$ cat src/rtl/uart_rx.sv
// Oversampling 8N1 UART receiver with one-cycle data/error pulses.
// Define UART_RX_PARITY_EN to expect an even-parity bit after the data bits.
module uart_rx #(
  parameter int DELAY_FRAMES = 2812,
  parameter int BIT_PER_WORD = 7
) (
  input  logic                    clk,
  input  logic                    rst_n,
  input  logic                    rx_pin,
  output logic [BIT_PER_WORD:0]   data,
  output logic                    data_ready,
  output logic                    framing_err,
  output logic                    parity_err,
  output logic                    busy
);

  localparam int IDX_W = (BIT_PER_WORD > 0) ? $clog2(BIT_PER_WORD + 1) : 1;
  localparam logic [24:0] HALF = 25'(DELAY_FRAMES / 2);
  localparam logic [24:0] FULL = 25'(DELAY_FRAMES);
  localparam logic [IDX_W-1:0] LAST_IDX = IDX_W'(BIT_PER_WORD);

  typedef enum logic [2:0] {
    ST_IDLE,
    ST_START,
    ST_DATA,
`ifdef UART_RX_PARITY_EN
    ST_PARITY,
`endif
    ST_STOP,
    ST_BREAK
  } state_t;

  state_t                state;
  logic [1:0]            sync;
  logic                  rx_s;
  logic [24:0]           cnt;
  logic [IDX_W-1:0]      idx;
  logic [BIT_PER_WORD:0] shreg;

`ifdef UART_RX_PARITY_EN
  logic parity_bit;
  logic parity_ok;
  assign parity_ok = ~^{shreg, parity_bit};
`else
  assign parity_err = 1'b0;
`endif

  // Sync flops reset high so a reset never looks like a start edge.
  always_ff @(posedge clk or negedge rst_n) begin
    if (!rst_n) sync <= 2'b11;
    else        sync <= {sync[0], rx_pin};
  end

  assign rx_s = sync[1];

  always_ff @(posedge clk or negedge rst_n) begin
    if (!rst_n) begin
      state       <= ST_IDLE;
      cnt         <= '0;
      idx         <= '0;
      shreg       <= '0;
      data        <= '0;
      data_ready  <= 1'b0;
      framing_err <= 1'b0;
      busy        <= 1'b0;
`ifdef UART_RX_PARITY_EN
      parity_bit  <= 1'b0;
      parity_err  <= 1'b0;
`endif
    end else begin
      data_ready  <= 1'b0;
      framing_err <= 1'b0;
`ifdef UART_RX_PARITY_EN
      parity_err  <= 1'b0;
`endif
      case (state)
        ST_IDLE: begin
          cnt <= '0;
          if (!rx_s) begin
            state <= ST_START;
            busy  <= 1'b1;
          end
        end
        ST_START: begin
          if (cnt + 25'd1 == HALF) begin
            cnt <= '0;
            idx <= '0;
            if (!rx_s) begin
              state <= ST_DATA;
            end else begin
              state <= ST_IDLE;
              busy  <= 1'b0;
            end
          end else begin
            cnt <= cnt + 25'd1;
          end
        end
        ST_DATA: begin
          if (cnt + 25'd1 == FULL) begin
            cnt        <= '0;
            shreg[idx] <= rx_s;
            if (idx == LAST_IDX) begin
`ifdef UART_RX_PARITY_EN
              state <= ST_PARITY;
`else
              state <= ST_STOP;
`endif
            end else begin
              idx <= idx + IDX_W'(1);
            end
          end else begin
            cnt <= cnt + 25'd1;
          end
        end
`ifdef UART_RX_PARITY_EN
        ST_PARITY: begin
          if (cnt + 25'd1 == FULL) begin
            cnt        <= '0;
            parity_bit <= rx_s;
            state      <= ST_STOP;
          end else begin
            cnt <= cnt + 25'd1;
          end
        end
`endif
        // Leaving mid-stop-bit lets a following start edge be caught with no idle gap.
        ST_STOP: begin
          if (cnt + 25'd1 == FULL) begin
            cnt <= '0;
            if (rx_s) begin
`ifdef UART_RX_PARITY_EN
              if (!parity_ok) begin
                parity_err <= 1'b1;
              end else begin
                data       <= shreg;
                data_ready <= 1'b1;
              end
`else
              data       <= shreg;
              data_ready <= 1'b1;
`endif
              state <= ST_IDLE;
              busy  <= 1'b0;
            end else begin
              framing_err <= 1'b1;
              state       <= ST_BREAK;
            end
          end else begin
            cnt <= cnt + 25'd1;
          end
        end
        ST_BREAK: begin
          if (rx_s) begin
            state <= ST_IDLE;
            busy  <= 1'b0;
          end
        end
        default: begin
          state <= ST_IDLE;
          busy  <= 1'b0;
        end
      endcase
    end
  end

endmodule

$ cat config.mk
export PLATFORM = sky130hd
export DESIGN_NAME = uart_rx
export DESIGN_NICKNAME = d
export VERILOG_FILES = /design/src/rtl/uart_rx.sv
export SDC_FILE = /design/constraint.sdc
export NUM_CORES = 1
export LEC_CHECK = 0
export BUFFER_PORTS_ARGS = -buffer_cell sky130_fd_sc_hd__buf_2
export CAP_MARGIN = 20
export CORE_ASPECT_RATIO = 2
export CORE_MARGIN = 2
export CORE_UTILIZATION = 58
export CTS_BUF_LIST = sky130_fd_sc_hd__clkbuf_4 sky130_fd_sc_hd__clkbuf_8
export CTS_CLUSTER_DIAMETER = 60
export CTS_CLUSTER_SIZE = 14
export DETAILED_ROUTE_END_ITERATION = 8
export GPL_TIMING_DRIVEN = 0
export PLACE_DENSITY_LB_ADDON = 0.25
export SLEW_MARGIN = 5
export SYNTH_ARGS = -nofsm -noshare
export SYNTH_HDL_FRONTEND = slang
export SYNTH_SLANG_ARGS = --single-unit
export TNS_END_PERCENT = 20
$ cat constraint.sdc
create_clock -name clk -period 3.1 [get_ports clk]
set_input_delay 0.155 -clock clk [delete_from_list [all_inputs] [get_ports clk]]
set_output_delay 0.155 -clock clk [all_outputs]
set_load 0.01 [all_outputs]
==> reports/results.tsv, run 1 <==
metric	value	unit
routability congestion estimate from global placement	0.9278	
fill cell instance count of the final layout	445	
normalized max-slew margin	0.5947	
worst min-delay path category	in -> async	
violations in the final reports	setup timing	
EDFF count, synth	0	
leading cell type in the layout, fill and taps excluded	sky130_fd_sc_hd__dfrtp_1	
CP startpoint	cnt[0]$_DFFE_PN0P_	
Worst-path clk slew	90	ps
Avg Synthesized Cell Area	8.921	µm²
master cell of the clock root buffer	sky130_fd_sc_hd__clkbuf_8	
number of I/O port buffers	13	
Max rail drop VDD	0.0003057	V
CTS Buf Count	5	
Setup crit end	state[0]$_DFFE_PN0P_	
final period demand of the worst path	3147	ps
Crit Reg-Reg Startpoint	cnt[0]$_DFFE_PN0P_	
total wirelength of the detailed-routed design	8656	µm
max-slew violations	0	
number of cell rows	39	
number of unique standard cell types used by synthesis	69	
detail-routed via count per cell	6.409	
number of global-route vias before repair	2962	
buffer depth of the longest clock path	2	
estimated wirelength of the detail-placed design	6131	µm
power density over cell area	301.5	nW/µm²
largest fanout on the critical path	7	
Leakage Power	0.001729	µW
endpoints failing setup	5	
via count	3025	
Die ar.	6461	µm²
end-of-flow core utilization	0.6932	
post-route cell area	3924	µm²
Crit path largest cell delay	590	ps
net total in the final layout	417	
Overall Power	1183	µW
Worst Max-Slew Pin Slew	608.0	ps
Slowest cell on crit path	sky130_fd_sc_hd__or4_4	
CP delay by family, top	compound AO/OA/AOI/OAI gates	
RSZ-0062 raised after global routing	yes	
worst-skew pair later-pin latency	320	ps
max_cap viols	0	
Period Utilization, post-route	1.015	
number of optimization iterations in the first detailed-route pass	4	
layout cells sized above 1	0.2409	
cell count along the critical path	9	
initial antenna violation count	0	
Hold Violations, Final	0	
required time reported for the critical path endpoint	3310	ps
Main synth FF type	sky130_fd_sc_hd__dfrtp_1	
crit path launch type	register	
Worst R2R Path Depth	9	
pin count of the biggest net entering global routing	33	
wire length of the first global-routing pass	14150	µm
CTS tree	done	
relative area change from synthesis to final layout	16.67	%
GRT Resource Usage Total	0.2839	
capture point of the worst reg-to-reg path	state[0]$_DFFE_PN0P_	
cell area after synthesis	3363	µm²
non-filler cells in the finished layout	472	
number of buffers and inverters on the critical path	0	
WL/cell	18.34	µm
horizontal extent of the die	57.85	µm
iteration-0 DRC count of the detailed router	155	
net count of the mapped netlist	384	
Die H	111.7	µm
number of placed instances with taps included	452	
count of boundary I/O pins	15	
ANT nets after route	0	
drc violations	0	
Worst R2R Setup Slack	-50	ps
number of diodes	0	
Total Negative Setup Slacks	-134.2	ps
Most common cell on crit path	sky130_fd_sc_hd__o21ai_2	
part of the Yosys area used for sequential elements	0.3876	
Yosys Warn Count	0	
Syn Inst Count	377	
sum of overflow across all layers after global routing	0	
area post-placement	3525	µm²
synthesis-stage register bit count	52	
capturing element type of the critical path	register	
largest clock skew in the final design	6.244	ps
fmax	317.8	MHz
sinks on the clock net	52	
minimum setup slack in the final design	-46.80	ps
placeable core region	5660	µm²
status	finished with violations	
critical path class	reg -> reg	
worst path cell trace	ha_4 > nand4_4 > or4_4 > o21ai_2 > nand4_1 > a2111oi_4 > a31oi_4 > o21ai_2 > mux2_4	
async set or reset register ratio after synthesis	1.000	
number of H-tree levels	2	
arrival time worst endpoint	3360	ps
leading cell types in the layout, fill and taps excluded	49 x sky130_fd_sc_hd__dfrtp_1, 40 x sky130_fd_sc_hd__nand2_1, 22 x sky130_fd_sc_hd__nor2_1	
Initial Utilization	0.5942	
stage by stage:
step	hold slack [ps]	setup slack (ps)
2_1_floorplan	-140.6	2.370
3_3_place_gp	259.7	-545.9
3_5_place_dp	163.8	-600.7
4_1_cts	355.7	2.088
5_1_grt	364.2	-132.4
6_report	344.1	-46.80
timing repair:
| item | CTS | global route |
|---|---|---|
| gates resized for setup | 22 | 27 |
| pin swaps | 8 | 12 |
| setup endpoints to repair | 43 | 42 |
| buffers inserted | 7 | 6 |
| endpoints found under the hold margin | 19 | 0 |
| cloned | 1 | 0 |
| hold buffers | 2 | 0 |
synth_stat cells, types with 7 or more instances:
master	number	area share
sky130_fd_sc_hd__dfrtp_1	50	0.37
sky130_fd_sc_hd__nand2_1	41	0.046
sky130_fd_sc_hd__nor2_1	23	0.026
sky130_fd_sc_hd__nor3_1	19	0.028
sky130_fd_sc_hd__nand4_1	16	0.030
sky130_fd_sc_hd__inv_1	15	0.017
sky130_fd_sc_hd__nand3_1	15	0.022
sky130_fd_sc_hd__clkbuf_1	14	0.016
sky130_fd_sc_hd__mux2_1	14	0.047
sky130_fd_sc_hd__o21ai_0	13	0.019
sky130_fd_sc_hd__o22ai_1	13	0.024
sky130_fd_sc_hd__a21oi_1	10	0.015
sky130_fd_sc_hd__and2_1	9	0.017
sky130_fd_sc_hd__buf_2	9	0.013
sky130_fd_sc_hd__buf_4	7	0.016
sky130_fd_sc_hd__nor4_1	7	0.013
sky130_fd_sc_hd__xnor2_1	7	0.018
cells by family (layout without fill, tap and decap cells):
kind of cell               after synthesis  after routing  synth area share
and+or+nand+nor                        168            168            0.2827
DFF                                     52             52            0.3876
adders and majority gates                5              5           0.01786
muxes                                   21             21           0.06882
xor gates and xnor gates                 9              9           0.02344
buffers and inverters                   47             81           0.06584
AOI/OAI and AO/OA                       74             74            0.1525
other                                    1              1          0.001115
worst min path at each step:
stage                                       to  slack (ps)  depth (start not counted)
final                     state[2]$_DFFE_PN0P_         340                          2
after global routing         sync[1]$_DFF_PN1_         360                          0
after CTS                  cnt[11]$_DFFE_PN0P_         360                          2
after detailed placement      busy$_DFFE_PN0P_         160                          1
after global placement       sync[0]$_DFF_PN1_         260                          1
after floorplan               busy$_DFFE_PN0P_        -140                          0
worst reg2reg max path, stage by stage (launching register included):
cell and delay (ps):
sky130_fd_sc_hd__dfrtp_1 420, sky130_fd_sc_hd__ha_4 180, sky130_fd_sc_hd__nand4_4 130, sky130_fd_sc_hd__or4_4 590, sky130_fd_sc_hd__o21ai_2 140, sky130_fd_sc_hd__nand4_1 240
sky130_fd_sc_hd__a2111oi_4 570, sky130_fd_sc_hd__a31oi_4 220, sky130_fd_sc_hd__o21ai_2 240, sky130_fd_sc_hd__mux2_4 310
routing by layer:
metal  GRT usage  wire [µm]  share of wire
met1      0.2924       3024           0.35
met2      0.5288       4984           0.58
met3     0.04297        292          0.034
met4      0.1395        354          0.041
met5           0          0              0
final cells by class:
cell class              count  area [µm²]  area share
plain buffers              28       158.9     0.04050
clock buffers               6       76.32     0.01945
clock inverters             2       35.03    0.008929
inverters                  15       56.30     0.01435
multi-input cells         278        2002      0.5102
flip-flops and latches     52        1305      0.3326
well taps                  61       76.32     0.01945
repair buffers             30       214.0     0.05453
state kept, by name, summed over array words and instances (netlist names):
| signal | cells |
|---|---|
| data | 8 |
| state | 3 |
| idx | 3 |
| cnt | 25 |
| shreg | 8 |
| data_ready | 1 |
| framing_err | 1 |
| sync | 2 |
| busy | 1 |
power breakdown:
part	switching, µW	total [µW]	internal, µW
Combinational	17.9	24.7	6.85
Sequential	1.62	682	680
Clock	228	477	249
Total	248	1180	935
No activity file was read; power rests on OpenSTA's default activity.
==> run 2: changes to the inputs <==
Settings changed: ABC_AREA set to 1, ABC_CLOCK_PERIOD_IN_PS set to 3100.
==> reports/results.tsv, run 2 <==
metric	value	unit
status	finished with violations	
violations in the final reports	DRC	
Hold Violations, Final	0	
via count	3076	
number of unique standard cell types used by synthesis	33	
part of the Yosys area used for sequential elements	0.4047	
master cell of the clock root buffer	sky130_fd_sc_hd__clkbuf_8	
synthesis-stage register bit count	52	
CP startpoint	cnt[1]$_DFFE_PN0P_	
net count of the mapped netlist	477	
area fraction of the dominant cell type after synthesis	0.3883	
Initial Utilization	0.5997	
endpoints failing setup	0	
total wirelength of the detailed-routed design	8142	µm
sum of overflow across all layers after global routing	0	
iteration-0 DRC count of the detailed router	131	
capturing element type of the critical path	register	
Setup crit end	cnt[9]$_DFFE_PN0P_	
number of optimization iterations in the first detailed-route pass	6	
relative area change from synthesis to final layout	8.660	%
minimum setup slack in the final design	434.2	ps
arrival time worst endpoint	2850	ps
Syn Inst Count	470	
EDFF count, synth	0	
Die H	109.4	µm
buffer depth of the longest clock path	2	
drc violations	1	
ANT nets after route	0	
Crit Reg-Reg Startpoint	cnt[1]$_DFFE_PN0P_	
Main synth FF type	sky130_fd_sc_hd__dfrtp_1	
Yosys Warn Count	0	
CTS Buf Count	5	
number of cell rows	38	
Power Internal	852.4	µW
detail-routed via count per cell	5.542	
CTS tree	done	
initial antenna violation count	0	
count of boundary I/O pins	15	
number of global-route vias before repair	3009	
WL/cell	14.67	µm
async set or reset register ratio after synthesis	1.000	
top post-synthesis cells by area	sky130_fd_sc_hd__dfrtp_1 39%, sky130_fd_sc_hd__nand2_1 18%, sky130_fd_sc_hd__nand3_1 7.1%	
Post-synth top cells	153 x sky130_fd_sc_hd__nand2_1, 57 x sky130_fd_sc_hd__inv_1, 50 x sky130_fd_sc_hd__dfrtp_1	
dominant cell by count in the synthesized netlist	sky130_fd_sc_hd__nand2_1	
Avg Synthesized Cell Area	6.855	µm²
number of H-tree levels	2	
placeable core region	5373	µm²
top flop regs	cnt: 25 flops, data: 8 flops, shreg: 8 flops	
area occupied by multi-input gates	1639	µm²
number of placed instances with taps included	544	
combinational share of power	0.024	
worst min-delay path category	in -> async	
worst-skew pair later-pin latency	320	ps
post-route cell area	3501	µm²
critical path class	reg -> reg	
max reg flops	25	
required time reported for the critical path endpoint	3290	ps
layout cells sized above 1	0.1051	
largest clock skew in the final design	8.449	ps
Post-Place Worst Slack	442.8	ps
estimated wirelength of the detail-placed design	6290	µm
fmax	375.1	MHz
Leakage Power	0.001673	µW
Worst-path clk slew	100	ps
Worst Max-Slew Pin Slew	562.4	ps
GRT Resource Usage Total	0.2811	
Synth area leader	sky130_fd_sc_hd__dfrtp_1	
Die ar.	6203	µm²
RSZ-0062 raised after global routing	no	
switching share of power	0.2445	
capture point of the worst reg-to-reg path	cnt[9]$_DFFE_PN0P_	
clock group share of total power	0.373	
number of I/O port buffers	13	
non-filler cells in the finished layout	555	
register share of total power	0.603	
power density over cell area	322.3	nW/µm²
wire length of the first global-routing pass	13320	µm
final period demand of the worst path	2666	ps
Max rail drop VDD	0.0004657	V
number of setup buffers added after CTS	0	
leading cell types in the layout, fill and taps excluded	153 x sky130_fd_sc_hd__nand2_1, 57 x sky130_fd_sc_hd__inv_1, 50 x sky130_fd_sc_hd__dfrtp_1	
largest register by flop count	cnt	
area post-placement	3382	µm²
crit path launch type	register	
Period Utilization, post-route	0.8599	
leading cell type in the layout, fill and taps excluded	sky130_fd_sc_hd__nand2_1	
fill cell instance count of the final layout	495	
register area	1304	µm²
Total Negative Setup Slacks	0	ps
pin count of the biggest net entering global routing	34	
net total in the final layout	501	
Worst R2R Path Depth	17	
normalized max-slew margin	0.6237	
Overall Power	1128	µW
max_cap viols	0	
largest fanout on the critical path	10	
switching power	275.9	µW
horizontal extent of the die	56.70	µm
max-slew violations	0	
number of diodes	0	
routability congestion estimate from global placement	0.9360	
Worst R2R Setup Slack	430	ps
cell area after synthesis	3222	µm²
sinks on the clock net	52	
-- run 2: kinds of logic (layout without fill, tap and decap cells) --
logic type      count (synthesis)  in the layout  share of synthesized area
other cells                     1              1                   0.001164
simple gates                  294            294                     0.4074
buf+inv                        70             95                    0.08660
compound gates                 48             48                    0.08194
fa+ha+maj                       4              4                    0.01553
xor+xnor                        1              1                   0.002719
flops                          52             52                     0.4047
-- run 2: how the worst min path moves through the flow --
stage	to	slack, ps	depth (start not counted)
6_report	cnt[4]$_DFFE_PN0P_	310	2
2_1_floorplan	busy$_DFFE_PN0P_	-140	0
3_3_place_gp	sync[0]$_DFF_PN1_	260	1
4_1_cts	cnt[4]$_DFFE_PN0P_	330	2
3_5_place_dp	cnt[4]$_DFFE_PN0P_	140	1
5_1_grt	data[4]$_DFFE_PN0P_	370	2
-- run 2: power by group through the flow --
stage / sequential (µW) / combinational (µW) / clock (µW)
after floorplan: 694 / 5.59 / 0
after global placement: 694 / 22.1 / 0
after detailed placement: 694 / 25.8 / 0
after CTS: 681 / 27.8 / 430
after global routing: 681 / 31.1 / 452
final: 680 / 26.5 / 421
-- run 2: worst max-delay path, cell delays in order (launching register included) --
cell and delay (ps):
sky130_fd_sc_hd__dfrtp_1 420, sky130_fd_sc_hd__ha_1 240, sky130_fd_sc_hd__nand2_1 120, sky130_fd_sc_hd__nor2_4 170, sky130_fd_sc_hd__nand2_2 140, sky130_fd_sc_hd__nor2_4 160, sky130_fd_sc_hd__nand2_1 80, sky130_fd_sc_hd__nor2_1 90
sky130_fd_sc_hd__nand2_1 50, sky130_fd_sc_hd__nand2_1 160, sky130_fd_sc_hd__nand3_2 120, sky130_fd_sc_hd__nor2_4 130, sky130_fd_sc_hd__nand2_2 120, sky130_fd_sc_hd__nand2_2 120, sky130_fd_sc_hd__nand2_2 110, sky130_fd_sc_hd__buf_6 170
sky130_fd_sc_hd__nand2_1 60, sky130_fd_sc_hd__o21ai_1 60
-- run 2: layout make-up --
type / count / share of cell area
clock buffers: 5 / 0.01966
plain buffers: 8 / 0.01322
well taps: 60 / 0.02144
clock inverters: 3 / 0.007148
repair buffers: 17 / 0.03145
multi-input cells: 348 / 0.4682
inverters: 62 / 0.06648
flip-flops and latches: 52 / 0.3724
-- run 2: stage by stage --
stage	hold WS, ps	utilization
after detailed placement	139.4	0.6295
final	315.0	0.6516
after floorplan	-140.6	-
after global placement	260.1	0.6258
after CTS	325.2	0.6507
after global routing	367.6	0.6516
-- run 2: per-layer routing --
metal | global-route usage | routed length, µm | vias up
met5 | 0 | 0 | -
met4 | 0.1888 | 416 | 0
met3 | 0.03647 | 176 | 27
met2 | 0.5399 | 4539 | 67
met1 | 0.2674 | 3008 | 1420
li1 | - | - | 1562
-- run 2: repair_timing --
item                      in CTS  in global routing
hold buffers                   2                  0
resized for setup              0                  0
hold endpoints to repair      18                  0
